**src/rtl/regfile_scoreboard_if.sv**
```systemverilog
// rtl/regfile_scoreboard_if.sv - operand-fetch bus between the pipeline and the register file scoreboard
interface regfile_scoreboard_if #(
  parameter int DATA_W   = 32,
  parameter int NUM_REGS = 16,
  parameter int ADDR_W   = 4
);
  logic [31:0]         instruction;
  logic                is_ret;
  logic                is_st;
  logic                rd_en;
  logic                issue_en;
  logic [ADDR_W-1:0]   issue_adr;
  logic                is_wb;
  logic [ADDR_W-1:0]   wr_adr;
  logic [DATA_W-1:0]   wr_data;
  logic [DATA_W-1:0]   op1;
  logic [DATA_W-1:0]   op2;
  logic                op_valid;
  logic                stall;
  logic [NUM_REGS-1:0] busy;
  logic [15:0]         stall_cnt;

  modport master (
    output instruction, is_ret, is_st, rd_en, issue_en, issue_adr,
    output is_wb, wr_adr, wr_data,
    input  op1, op2, op_valid, stall, busy, stall_cnt
  );

  modport slave (
    input  instruction, is_ret, is_st, rd_en, issue_en, issue_adr,
    input  is_wb, wr_adr, wr_data,
    output op1, op2, op_valid, stall, busy, stall_cnt
  );
endinterface

```
**src/rtl/regfile_scoreboard.sv**
```systemverilog
// rtl/regfile_scoreboard.sv - register file with busy scoreboard, RAW stall and stall counter
// Optional writeback-to-operand forwarding enabled by defining REGFILE_BYPASS_EN.
module regfile_scoreboard #(
  parameter int DATA_W   = 32,
  parameter int NUM_REGS = 16,
  parameter int ADDR_W   = 4,
  parameter int RA_IDX   = 15,
  parameter int RD_LSB   = 22,
  parameter int RS1_LSB  = 18,
  parameter int RS2_LSB  = 14
) (
  input  logic                 clk,
  input  logic                 reset,
  regfile_scoreboard_if.slave  bus
);
  localparam logic [ADDR_W-1:0] RA_ADR = ADDR_W'(RA_IDX);

  logic [DATA_W-1:0]   regs [NUM_REGS];
  logic [NUM_REGS-1:0] busy_q;
  logic [NUM_REGS-1:0] busy_nxt;
  logic [DATA_W-1:0]   op1_q;
  logic [DATA_W-1:0]   op2_q;
  logic                op_valid_q;
  logic [15:0]         stall_cnt_q;

  logic [ADDR_W-1:0]   a1;
  logic [ADDR_W-1:0]   a2;
  logic                fwd1;
  logic                fwd2;
  logic                haz1;
  logic                haz2;
  logic                stall_w;
  logic [DATA_W-1:0]   val1;
  logic [DATA_W-1:0]   val2;

  always_comb begin
    a1 = bus.is_ret ? RA_ADR : bus.instruction[RS1_LSB +: ADDR_W];
    a2 = bus.is_st  ? bus.instruction[RD_LSB +: ADDR_W] : bus.instruction[RS2_LSB +: ADDR_W];
`ifdef REGFILE_BYPASS_EN
    fwd1 = bus.is_wb && (bus.wr_adr == a1);
    fwd2 = bus.is_wb && (bus.wr_adr == a2);
`else
    fwd1 = 1'b0;
    fwd2 = 1'b0;
`endif
    haz1    = busy_q[a1] & ~fwd1;
    haz2    = busy_q[a2] & ~fwd2;
    stall_w = bus.rd_en & (haz1 | haz2);
    val1    = fwd1 ? bus.wr_data : regs[a1];
    val2    = fwd2 ? bus.wr_data : regs[a2];
  end

  // Clear before set so a same-cycle issue to the writeback address stays pending.
  always_comb begin
    busy_nxt = busy_q;
    if (bus.is_wb) begin
      busy_nxt[bus.wr_adr] = 1'b0;
    end
    if (bus.issue_en && !stall_w) begin
      busy_nxt[bus.issue_adr] = 1'b1;
    end
  end

  always_ff @(posedge clk or negedge reset) begin
    if (!reset) begin
      for (int i = 0; i < NUM_REGS; i++) begin
        regs[i] <= '0;
      end
      busy_q      <= '0;
      op1_q       <= '0;
      op2_q       <= '0;
      op_valid_q  <= 1'b0;
      stall_cnt_q <= '0;
    end else begin
      if (bus.is_wb) begin
        regs[bus.wr_adr] <= bus.wr_data;
      end
      busy_q <= busy_nxt;
      if (bus.rd_en && !stall_w) begin
        op1_q      <= val1;
        op2_q      <= val2;
        op_valid_q <= 1'b1;
      end else begin
        op_valid_q <= 1'b0;
      end
      if (stall_w && (stall_cnt_q != 16'hFFFF)) begin
        stall_cnt_q <= stall_cnt_q + 16'd1;
      end
    end
  end

  assign bus.op1       = op1_q;
  assign bus.op2       = op2_q;
  assign bus.op_valid  = op_valid_q;
  assign bus.stall     = stall_w;
  assign bus.busy      = busy_q;
  assign bus.stall_cnt = stall_cnt_q;
endmodule

```
**src/flat_wrapper.sv**
```systemverilog
// flat-port wrapper written by rule: the top's interface ports become plain ports
module regfile_scoreboard_flat 
#(
  parameter int DATA_W   = 32,
  parameter int NUM_REGS = 16,
  parameter int ADDR_W   = 4,
  parameter int RA_IDX   = 15,
  parameter int RD_LSB   = 22,
  parameter int RS1_LSB  = 18,
  parameter int RS2_LSB  = 14
)
  (clk, reset, bus_instruction, bus_is_ret, bus_is_st, bus_rd_en, bus_issue_en, bus_issue_adr, bus_is_wb, bus_wr_adr, bus_wr_data, bus_op1, bus_op2, bus_op_valid, bus_stall, bus_busy, bus_stall_cnt);
  regfile_scoreboard_if #(.DATA_W(DATA_W), .NUM_REGS(NUM_REGS), .ADDR_W(ADDR_W)) bus_i ();
  input  logic clk;
  input  logic reset;
  input wire logic [$bits(bus_i.instruction)-1:0] bus_instruction;
  input wire logic [$bits(bus_i.is_ret)-1:0] bus_is_ret;
  input wire logic [$bits(bus_i.is_st)-1:0] bus_is_st;
  input wire logic [$bits(bus_i.rd_en)-1:0] bus_rd_en;
  input wire logic [$bits(bus_i.issue_en)-1:0] bus_issue_en;
  input wire logic [$bits(bus_i.issue_adr)-1:0] bus_issue_adr;
  input wire logic [$bits(bus_i.is_wb)-1:0] bus_is_wb;
  input wire logic [$bits(bus_i.wr_adr)-1:0] bus_wr_adr;
  input wire logic [$bits(bus_i.wr_data)-1:0] bus_wr_data;
  output wire logic [$bits(bus_i.op1)-1:0] bus_op1;
  output wire logic [$bits(bus_i.op2)-1:0] bus_op2;
  output wire logic [$bits(bus_i.op_valid)-1:0] bus_op_valid;
  output wire logic [$bits(bus_i.stall)-1:0] bus_stall;
  output wire logic [$bits(bus_i.busy)-1:0] bus_busy;
  output wire logic [$bits(bus_i.stall_cnt)-1:0] bus_stall_cnt;
  assign bus_i.instruction = bus_instruction;
  assign bus_i.is_ret = bus_is_ret;
  assign bus_i.is_st = bus_is_st;
  assign bus_i.rd_en = bus_rd_en;
  assign bus_i.issue_en = bus_issue_en;
  assign bus_i.issue_adr = bus_issue_adr;
  assign bus_i.is_wb = bus_is_wb;
  assign bus_i.wr_adr = bus_wr_adr;
  assign bus_i.wr_data = bus_wr_data;
  assign bus_op1 = bus_i.op1;
  assign bus_op2 = bus_i.op2;
  assign bus_op_valid = bus_i.op_valid;
  assign bus_stall = bus_i.stall;
  assign bus_busy = bus_i.busy;
  assign bus_stall_cnt = bus_i.stall_cnt;
  regfile_scoreboard #(.DATA_W(DATA_W), .NUM_REGS(NUM_REGS), .ADDR_W(ADDR_W), .RA_IDX(RA_IDX), .RD_LSB(RD_LSB), .RS1_LSB(RS1_LSB), .RS2_LSB(RS2_LSB)) u_core (.clk(clk), .reset(reset), .bus(bus_i));
endmodule
```
**config.mk**
```make
export PLATFORM = sky130hd
export DESIGN_NAME = regfile_scoreboard_flat
export DESIGN_NICKNAME = d
export VERILOG_FILES = /design/src/rtl/regfile_scoreboard_if.sv /design/src/rtl/regfile_scoreboard.sv /design/src/flat_wrapper.sv
export SDC_FILE = /design/constraint.sdc
export NUM_CORES = 1
export LEC_CHECK = 0
export ABC_AREA = 1
export CAP_MARGIN = 10
export CORE_ASPECT_RATIO = 2
export CORE_MARGIN = 2
export CORE_UTILIZATION = 45
export CTS_CLUSTER_DIAMETER = 50
export DETAILED_ROUTE_END_ITERATION = 7
export SYNTH_ARGS = -nofsm -noshare
export SYNTH_HDL_FRONTEND = slang
export SYNTH_SLANG_ARGS = --single-unit
```
**constraint.sdc**
```tcl
create_clock -name clk -period 1.9 [get_ports clk]
set_input_delay 0.19 -clock clk [delete_from_list [all_inputs] [get_ports clk]]
set_output_delay 0.19 -clock clk [all_outputs]
set_load 0.05 [all_outputs]
```
* Word level (Yosys, flattened, before mapping)
Cells that the tools add are included.
** Storage, ports and cells
- Bits in registers :: 609
- Output and inout port bits :: 98
- Word-level logic and storage cells :: 70
- Bits of input ports :: 79
** Operators by class
- Reductions and logical operators :: 7
- Bitwise gates (word level) :: 8
- Magnitude comparators :: 10
- Muxes and demuxes :: 22
- Equal/unequal tests :: 1
- $add $sub $neg :: 1
** Operator list (number)
- $bwmux 512 :: 1
- $bmux 32 s4 :: 2
- $mux 32 :: 5
- $demux 32 s4 :: 1
- $mux 16 :: 2
- $lt 4x5->1 const B :: 4
- $add 16x1->16 const B :: 1
- $and 16x16->16 :: 1
- $ne 16x16->1 const B :: 1
- $not 16->16 :: 1
- $or 16x16->16 :: 1
- $ge 5x5->1 const B :: 3
- $not 4->5 :: 3
- $bmux 1 s4 :: 2
- $demux 1 s4 :: 2
- $ge 4x1->1 const B :: 2
- $mux 4 :: 2
- $logic_and 1x1->1 :: 6
- $lt 5x1->1 const B :: 1
- $mux 1 :: 5
- $and 1x1->1 :: 1
- $logic_not 1->1 :: 1
- $or 1x1->1 :: 1

* Logic depth before layout (Yosys ltp)
Gate-level depths: netlist of run 1.
- Depth after elaboration :: 9
- Gate-level depth with buffers :: 14
- Mapped depth without buffers :: 11

* Worst setup path before layout of run 1
OpenSTA, ideal clock, no wires.
- Path kind :: register -> output
- Start point :: reg u_core.busy_q[12], in the netlist u_core.bus.busy[12]
- End point :: out bus_stall
- Setup slack :: -0.110 ns
- Arrival :: 1.820 ns
- Cell stages (with the launch flop) :: 10
- Buffers on the path :: 1
- Cell sequence :: dfrtp_1 > inv_1 > nand3_1 > nand3_1 > nand3_1 > nand3_1 > nand3_2 > nand2_2 > buf_2 > inv_1
** Between the ends
- Word-level cells in the longest chain between the ends :: 4
** Ends and longest elaborated chain
- start, declared :: RTL line regfile_scoreboard.sv:19 : logic [NUM_REGS-1:0] busy_q;
- start signal, assigned :: RTL line regfile_scoreboard.sv:78 : busy_q <= busy_nxt;
- $bmux 1 s4, on equally long branches :: RTL line regfile_scoreboard.sv:46, regfile_scoreboard.sv:47
- $mux 1, on equally long branches :: RTL line regfile_scoreboard.sv:46, regfile_scoreboard.sv:47
- $or 1x1->1 * :: RTL line regfile_scoreboard.sv:48 : stall_w = bus.rd_en & (haz1 | haz2);
- $and 1x1->1 * :: RTL line regfile_scoreboard.sv:48
- end, declared :: RTL line flat_wrapper.sv:28 : output wire logic [$bits(bus_i.stall)-1:0] bus_stall;
Mark *: on every way between the ends. The rest lies on a longest branch, timed or not. The select of a mux whose other input is x is not followed.

* Final worst setup path of run 1
- Start point :: reg u_core.busy_q[10], in the netlist u_core.bus.busy[10]
- End point :: out bus_stall
Same word-level chain as after synthesis.

==> qor.yml, run 1 <==
final_layout:
  syn2layout_area_growth_pct: 21.67
  fin_area_um2: 38950
  nNetsFinal: 4453
  layout_cells_sized_above_1_pct: 11.20
  n_antenna_cell: 0
critical_path:
  r2r_end: "u_core.bus.op1[16]"
  crit_path_start_kind: "flop"
  reg2reg_slack_ps: -90
  critical_path.endpoint: "bus_stall"
  crit_path_top_delay_cell: "sky130_fd_sc_hd__dfrtp_2"
  data_required_time_at_the_worst_endpoint_ps: 1710
  crit_type: "reg2out"
  maximum_fanout_along_the_worst_path: 4
  timing.reg2reg.worst_path_depth: 13
  cpMostUsedCell: "sky130_fd_sc_hd__nand3_2"
  crit_arrival_ps: 1890
  cp_cell_sequence: "nand2_2 -> nand3_2 -> nand3_2 -> nand3_2 -> nand2_2 -> nand3_4 -> nand2_4 -> inv_4 -> buf_12"
  longest_individual_stage_delay_on_the_worst_path_ps: 460
  critical_path.reg2reg.startpoint: "u_core.bus.busy[10]"
  worst_setup_path_end_kind: "primary output"
  worstSetupStartpoint: "u_core.bus.busy[10]"
drt:
  detail_route.vias_per_cell: 5.804
  num_vias: 30920
  residual_drc_count: 0
  postRouteWirelength_um: 116000
  drt_first_pass_iters: 6
  detail_route.wl_per_cell_um: 21.78
  first_iter_violations: 2784
  final_antenna_net_count: 0
logic_synthesis:
  yosys_register_bits: 609
  share_of_the_synthesized_area_in_the_top_cell_type_pct: 47.60
  netlist-cell-type-count: 27
  yosys-top-cells-count: "sky130_fd_sc_hd__nand2_1, sky130_fd_sc_hd__o21ai_0, sky130_fd_sc_hd__dfrtp_1"
  synth-seq-area-share_pct: 47.60
  netlist.top_cell.by_area: "sky130_fd_sc_hd__dfrtp_1"
  async_reset_ff_share_pct: 100.0
  yosysMostFrequentCell: "sky130_fd_sc_hd__nand2_1"
  number_of_synthesized_flops_with_an_enable_pin: 0
  syn_area_um2: 32010
  synthFlopType: "sky130_fd_sc_hd__dfrtp_1"
  syn_avg_cell_area_um2: 7.531
  yosys-top-cells-area: "sky130_fd_sc_hd__dfrtp_1, sky130_fd_sc_hd__o21ai_0, sky130_fd_sc_hd__nand2_1"
  synthesis.yosys.warnings: 0
  postSynthCellCount: 4251
  mappedNetlistNets: 4331
placed_design:
  gpl.final_weighted_congestion: 0.8586
  numPortBuffers: 156
  dpl_cell_area_um2: 36730
  place.detailed.hpwl_um: 74710
global_routing:
  grt_start_max_net_pins: 77
  grt_util_all_layers_pct: 31.87
  grt_overflow_total: 0
  grt_antenna_before_repair: 1
  grt_first_pass_wirelength_um: 179500
  grt_pass1_vias: 30080
hold_path:
  min_path_type: "in2async"
sta:
  final.setup_skew_ps: 13.28
  tightest_slew_ps: 565.8
  max_slew_margin_pct: 62.28
  report.final.hold_viol_count: 0
  unrepaired_setup_endpoints_after_global_routing: "true"
  setup_total_negative_slack_ps: -3491
  maxSlewViolCount: 0
  setup_viol_count_final: 61
  post-route-worst-setup-slack_ps: -178.4
  max_freq_ghz: 0.4811
  period_share_pct: 109.4
  period_needed_ps: 2078
cts:
  cts.root.buffer_cell: "sky130_fd_sc_hd__clkbuf_16"
  cts_tree: "yes"
  clock_insertion_delay_worst_skew_ps: 630
  cts_htree_levels: 2
  cts_buffers: 57
  clk_pin_slew_worst_paths_ps: 70
  cts_sinks: 609
  clock_tree.buffer_depth: 3
power:
  vdd_drop_max_v: 0.0009836
  pwr_density_cell_nw_per_um2: 1070
  power.static_leakage_nw: 18.20
die:
  boundaryPins: 177
  floorplan.initialDensity_pct: 45.33
  row_count: 138
  die_h_um: 381.2
  die-area_um2: 73420
  dieWidth_um: 192.6
  placeableCoreArea_um2: 70620
outcome:
  violations: "negative setup slack"
  status: "complete, but fails checks"
flow_run:
  cap_viol_max_count: 0
==> through the flow <==
step                      total power [W]  util (%)  setup slack (ps)  std cells  hold WS (ps)
after floorplan                   0.02521         -            -3.322       4251        -105.6
after global placement            0.02995     52.01            -557.3       5204         134.6
after detailed placement          0.03010     52.01            -556.4       5204         129.2
after CTS                         0.04160     54.57            -210.8       5312         75.96
after global routing              0.04402     55.16            -264.8       5328         101.7
final                             0.04169     55.16            -178.4       5328         84.37
==> cells by family after synthesis <==
group	synth area share, %
AND/OR/NAND/NOR	19.57
AO/OA/AOI/OAI	24.19
buffers and inverters	8.383
flip-flops	47.60
XOR/XNOR	0.2188
adder cells (fa/ha/maj)	0.03908
==> worst max-delay path, delay by kind of cell (launching register included) <==
family	cells	cell delay, ps
and+or+nand+nor	7	610
DFF	1	460
buffers and inverters	2	180
==> per-layer routing <==
metal | routed length (µm) | track usage, % | share of wire, %
met4 | 5356 | 13.99 | 4.6
met3 | 6801 | 3.353 | 5.9
met5 | 12 | 0 | 0.010
met1 | 45800 | 40.28 | 39
met2 | 58060 | 54.63 | 50
==> cell usage in the layout (no fill, tap or decap), drive strengths merged, types with 3 or more instances in the layout <==
cell,n
nand2,1023
o21ai,905
dfrtp,609
nand3,317
inv,304
buf,288
o211ai,257
a21oi,255
nor2,169
dlygate4sd2,85
clkbuf,83
clkdlybuf4s50,54
nand4,20
clkinv,18
nor3,7
clkdlybuf4s15,7
xnor2,4
xor2,4
bufinv,4
clkinvlp,3
==> report_power, final <==
part           switching [W]  internal, W
clock network        0.00529      0.00654
registers            0.00218       0.0158
logic                0.00768      0.00417
total                 0.0152       0.0265
==> flip-flops by register name, summed over array words and instances (netlist names) <==
signal and flops:
u_core.regs 512, u_core.bus.op2 32, u_core.bus.op_valid 1, u_core.bus.busy 16, u_core.bus.op1 32, u_core.bus.stall_cnt 16
==> area by class of cell <==
class                           count  area [µm²]
Fill cell                        6730       31670
Sequential cell                   609       15260
Multi-Input combinational cell   2962       14530
Timing Repair Buffer              439        5000
Clock buffer                       79        1632
Inverter                          304        1149
Tap cell                          910        1139
Clock inverter                     25       244.0
==> timing repair <==
item	CTS	global route
gates resized for setup	102	67
hold endpoints to repair	609	0
pin swaps	7	22
hold buffers	1	0
gates cloned	0	4
endpoints found under the setup margin	93	46
setup buffers	3	13
==> worst min path at each step <==
stage,from,end,slack [ps],cells past startpoint
6_report,reset,u_core.regs[483],80,2
3_5_place_dp,reset,u_core.regs[354],130,1
5_1_grt,reset,u_core.regs[483],100,2
4_1_cts,reset,u_core.regs[483],80,2
2_1_floorplan,reset,u_core.bus.busy[0],-110,0
3_3_place_gp,reset,u_core.regs[354],130,1
Power figures use the tool's default switching activity.
==> run 2, diff against run 1 <==
- REMOVE_ABC_BUFFERS: not set -> 1
==> run 2 against run 1 <==
The run still ends with negative setup slack left. Highest routed layer unchanged. Hold slack got worse by 40 ps. Global-route usage shrank 0.58 points. Critical path depth did not move. Largest cell class unchanged. Routed wire length fell by 2.1%. Via count down 0.58%.
==> qor.yml, run 2 (synthesis gave the netlist of run 1 again) <==
die:
  floorplan.initialDensity_pct: 45.33
  die_h_um: 381.2
  placeableCoreArea_um2: 70620
  die-area_um2: 73420
  boundaryPins: 177
  dieWidth_um: 192.6
  row_count: 138
sta:
  period_share_pct: 109.3
  max_slew_margin_pct: 52.50
  period_needed_ps: 2077
  post-route-worst-setup-slack_ps: -176.5
  setup_total_negative_slack_ps: -176.5
  report.final.hold_viol_count: 0
  unrepaired_setup_endpoints_after_global_routing: "true"
  maxSlewViolCount: 0
  final.setup_skew_ps: 21.36
  setup_viol_count_final: 1
  tightest_slew_ps: 712.5
  max_freq_ghz: 0.4816
  finalHoldWorstSlack_ps: 44.33
critical_path:
  crit_path_top_delay_cell: "sky130_fd_sc_hd__dfrtp_1"
  data_required_time_at_the_worst_endpoint_ps: 1710
  crit_arrival_ps: 1890
  critical_path.endpoint: "bus_stall"
  r2r_end: "u_core.bus.op1[11]"
  crit_type: "reg2out"
  maximum_fanout_along_the_worst_path: 3
  worstSetupStartpoint: "u_core.bus.busy[15]"
  worst_setup_path_end_kind: "primary output"
  critical_path.reg2reg.startpoint: "u_core.bus.busy[15]"
  cp_cell_sequence: "nand2_1 -> nand3_1 -> nand3_1 -> nand3_1 -> nand2_2 -> nand3_4 -> nand2_4 -> inv_4 -> buf_12"
  longest_individual_stage_delay_on_the_worst_path_ps: 450
  cpMostUsedCell: "sky130_fd_sc_hd__nand3_1"
  timing.reg2reg.worst_path_depth: 12
  reg2reg_slack_ps: 90
  crit_path_start_kind: "flop"
power:
  pwr_density_cell_nw_per_um2: 1093
  vdd_drop_max_v: 0.0008180
  power.static_leakage_nw: 17.89
global_routing:
  grt_util_all_layers_pct: 31.30
  grt_first_pass_wirelength_um: 176000
  groute.layer.met1.usage_pct: 40.06
  grt-busiest-layer: "met2"
  grt_pass1_vias: 29980
  grt_overflow_total: 0
  groute.layer.met3.usage_pct: 4.007
  grt_start_max_net_pins: 83
  grt_util_met2_pct: 53.15
  grt_antenna_before_repair: 1
flow_run:
  cap_viol_max_count: 0
placed_design:
  place.detailed.hpwl_um: 70490
  numPortBuffers: 156
  gpl.final_weighted_congestion: 0.8870
  place_ws_ps: -601.9
  dpl_cell_area_um2: 36170
cts:
  cts_sinks: 609
  cts_htree_levels: 2
  clock_insertion_delay_worst_skew_ps: 650
  cts_tree: "yes"
  cts.root.buffer_cell: "sky130_fd_sc_hd__clkbuf_16"
  cts_buffers: 59
  clk_pin_slew_worst_paths_ps: 60
  clock_tree.buffer_depth: 3
drt:
  final_antenna_net_count: 0
  num_vias: 30740
  detail_route.wl_per_cell_um: 21.50
  residual_drc_count: 0
  detail_route.vias_per_cell: 5.817
  drt_first_pass_iters: 6
  postRouteWirelength_um: 113600
  first_iter_violations: 2696
final_layout:
  largest_reg_flops: 512
  final.fill_count: 6765
  layout.cells.most_common: "sky130_fd_sc_hd__nand2_1"
  fin_area_um2: 38370
  most_used_cells_in_the_layout_excluding_fill_and_tap_cells: "sky130_fd_sc_hd__nand2_1, sky130_fd_sc_hd__o21ai_0, sky130_fd_sc_hd__dfrtp_1, sky130_fd_sc_hd__nand3_1, sky130_fd_sc_hd__inv_1"
  syn2layout_area_growth_pct: 19.86
  layout_cells_sized_above_1_pct: 9.829
  max_flop_register: "u_core.regs"
  nNetsFinal: 4409
  n_antenna_cell: 0
outcome:
  violations: "negative setup slack"
  status: "complete, but fails checks"
hold_path:
  min_path_type: "in2async"
==> run 2: stage by stage <==
step / total power, W / instances / utilization (%)
after floorplan: 0.02503 / 3875 / -
after global placement: 0.02965 / 5162 / 51.22
after detailed placement: 0.02986 / 5162 / 51.22
after CTS: 0.04203 / 5275 / 54.07
after global routing: 0.04429 / 5285 / 54.34
final: 0.04195 / 5285 / 54.34
==> run 2: worst min-delay path by stage <==
stage                from                 end  cells after the start
global route        reset    u_core.regs[164]                      2
floorplan           reset  u_core.bus.busy[0]                      0
global placement    reset    u_core.regs[394]                      1
finish              reset    u_core.regs[394]                      2
CTS                 reset    u_core.regs[394]                      2
detailed placement  reset    u_core.regs[394]                      1
==> run 2: layer usage <==
layer,vias up,routed length [µm],share of wire [%]
met5,-,11,0.0097
li1,14440,-,-
met4,2,4782,4.2
met3,290,7551,6.6
met2,1201,56030,49
met1,14810,45230,40
==> run 2: critical path, delay by kind of cell (launching register included) <==
family                 cells  cell delay, ps
and+or+nand+nor            7             640
DFF                        1             450
buffers and inverters      2             170
==> run 2: area by class of cell <==
class                           instances  area (µm²)  share of cell area, %
Clock buffer                           89        1792                  4.669
Clock inverter                         18       210.2                 0.5478
Inverter                              304        1149                  2.993
Multi-Input combinational cell       2962       14420                  37.58
Sequential cell                       609       15250                  39.74
Tap cell                              910        1139                  2.967
Timing Repair Buffer                  393        4414                  11.50
==> run 2: what timing repair did <==
item	in CTS	in global routing
pin swaps	3	15
cloned	0	1
endpoints found under the hold margin	486	0
gates resized for setup	105	22
hold buffers	1	0
buffers inserted	5	9
setup endpoints to repair	77	70
==> run 2: report_power, final <==
| group | total, W | switching, W | internal, W |
|---|---|---|---|
| logic | 0.0116 | 0.00758 | 0.00405 |
| clock network | 0.0124 | 0.00539 | 0.00703 |
| registers | 0.0179 | 0.00207 | 0.0158 |
| total | 0.0419 | 0.0150 | 0.0269 |
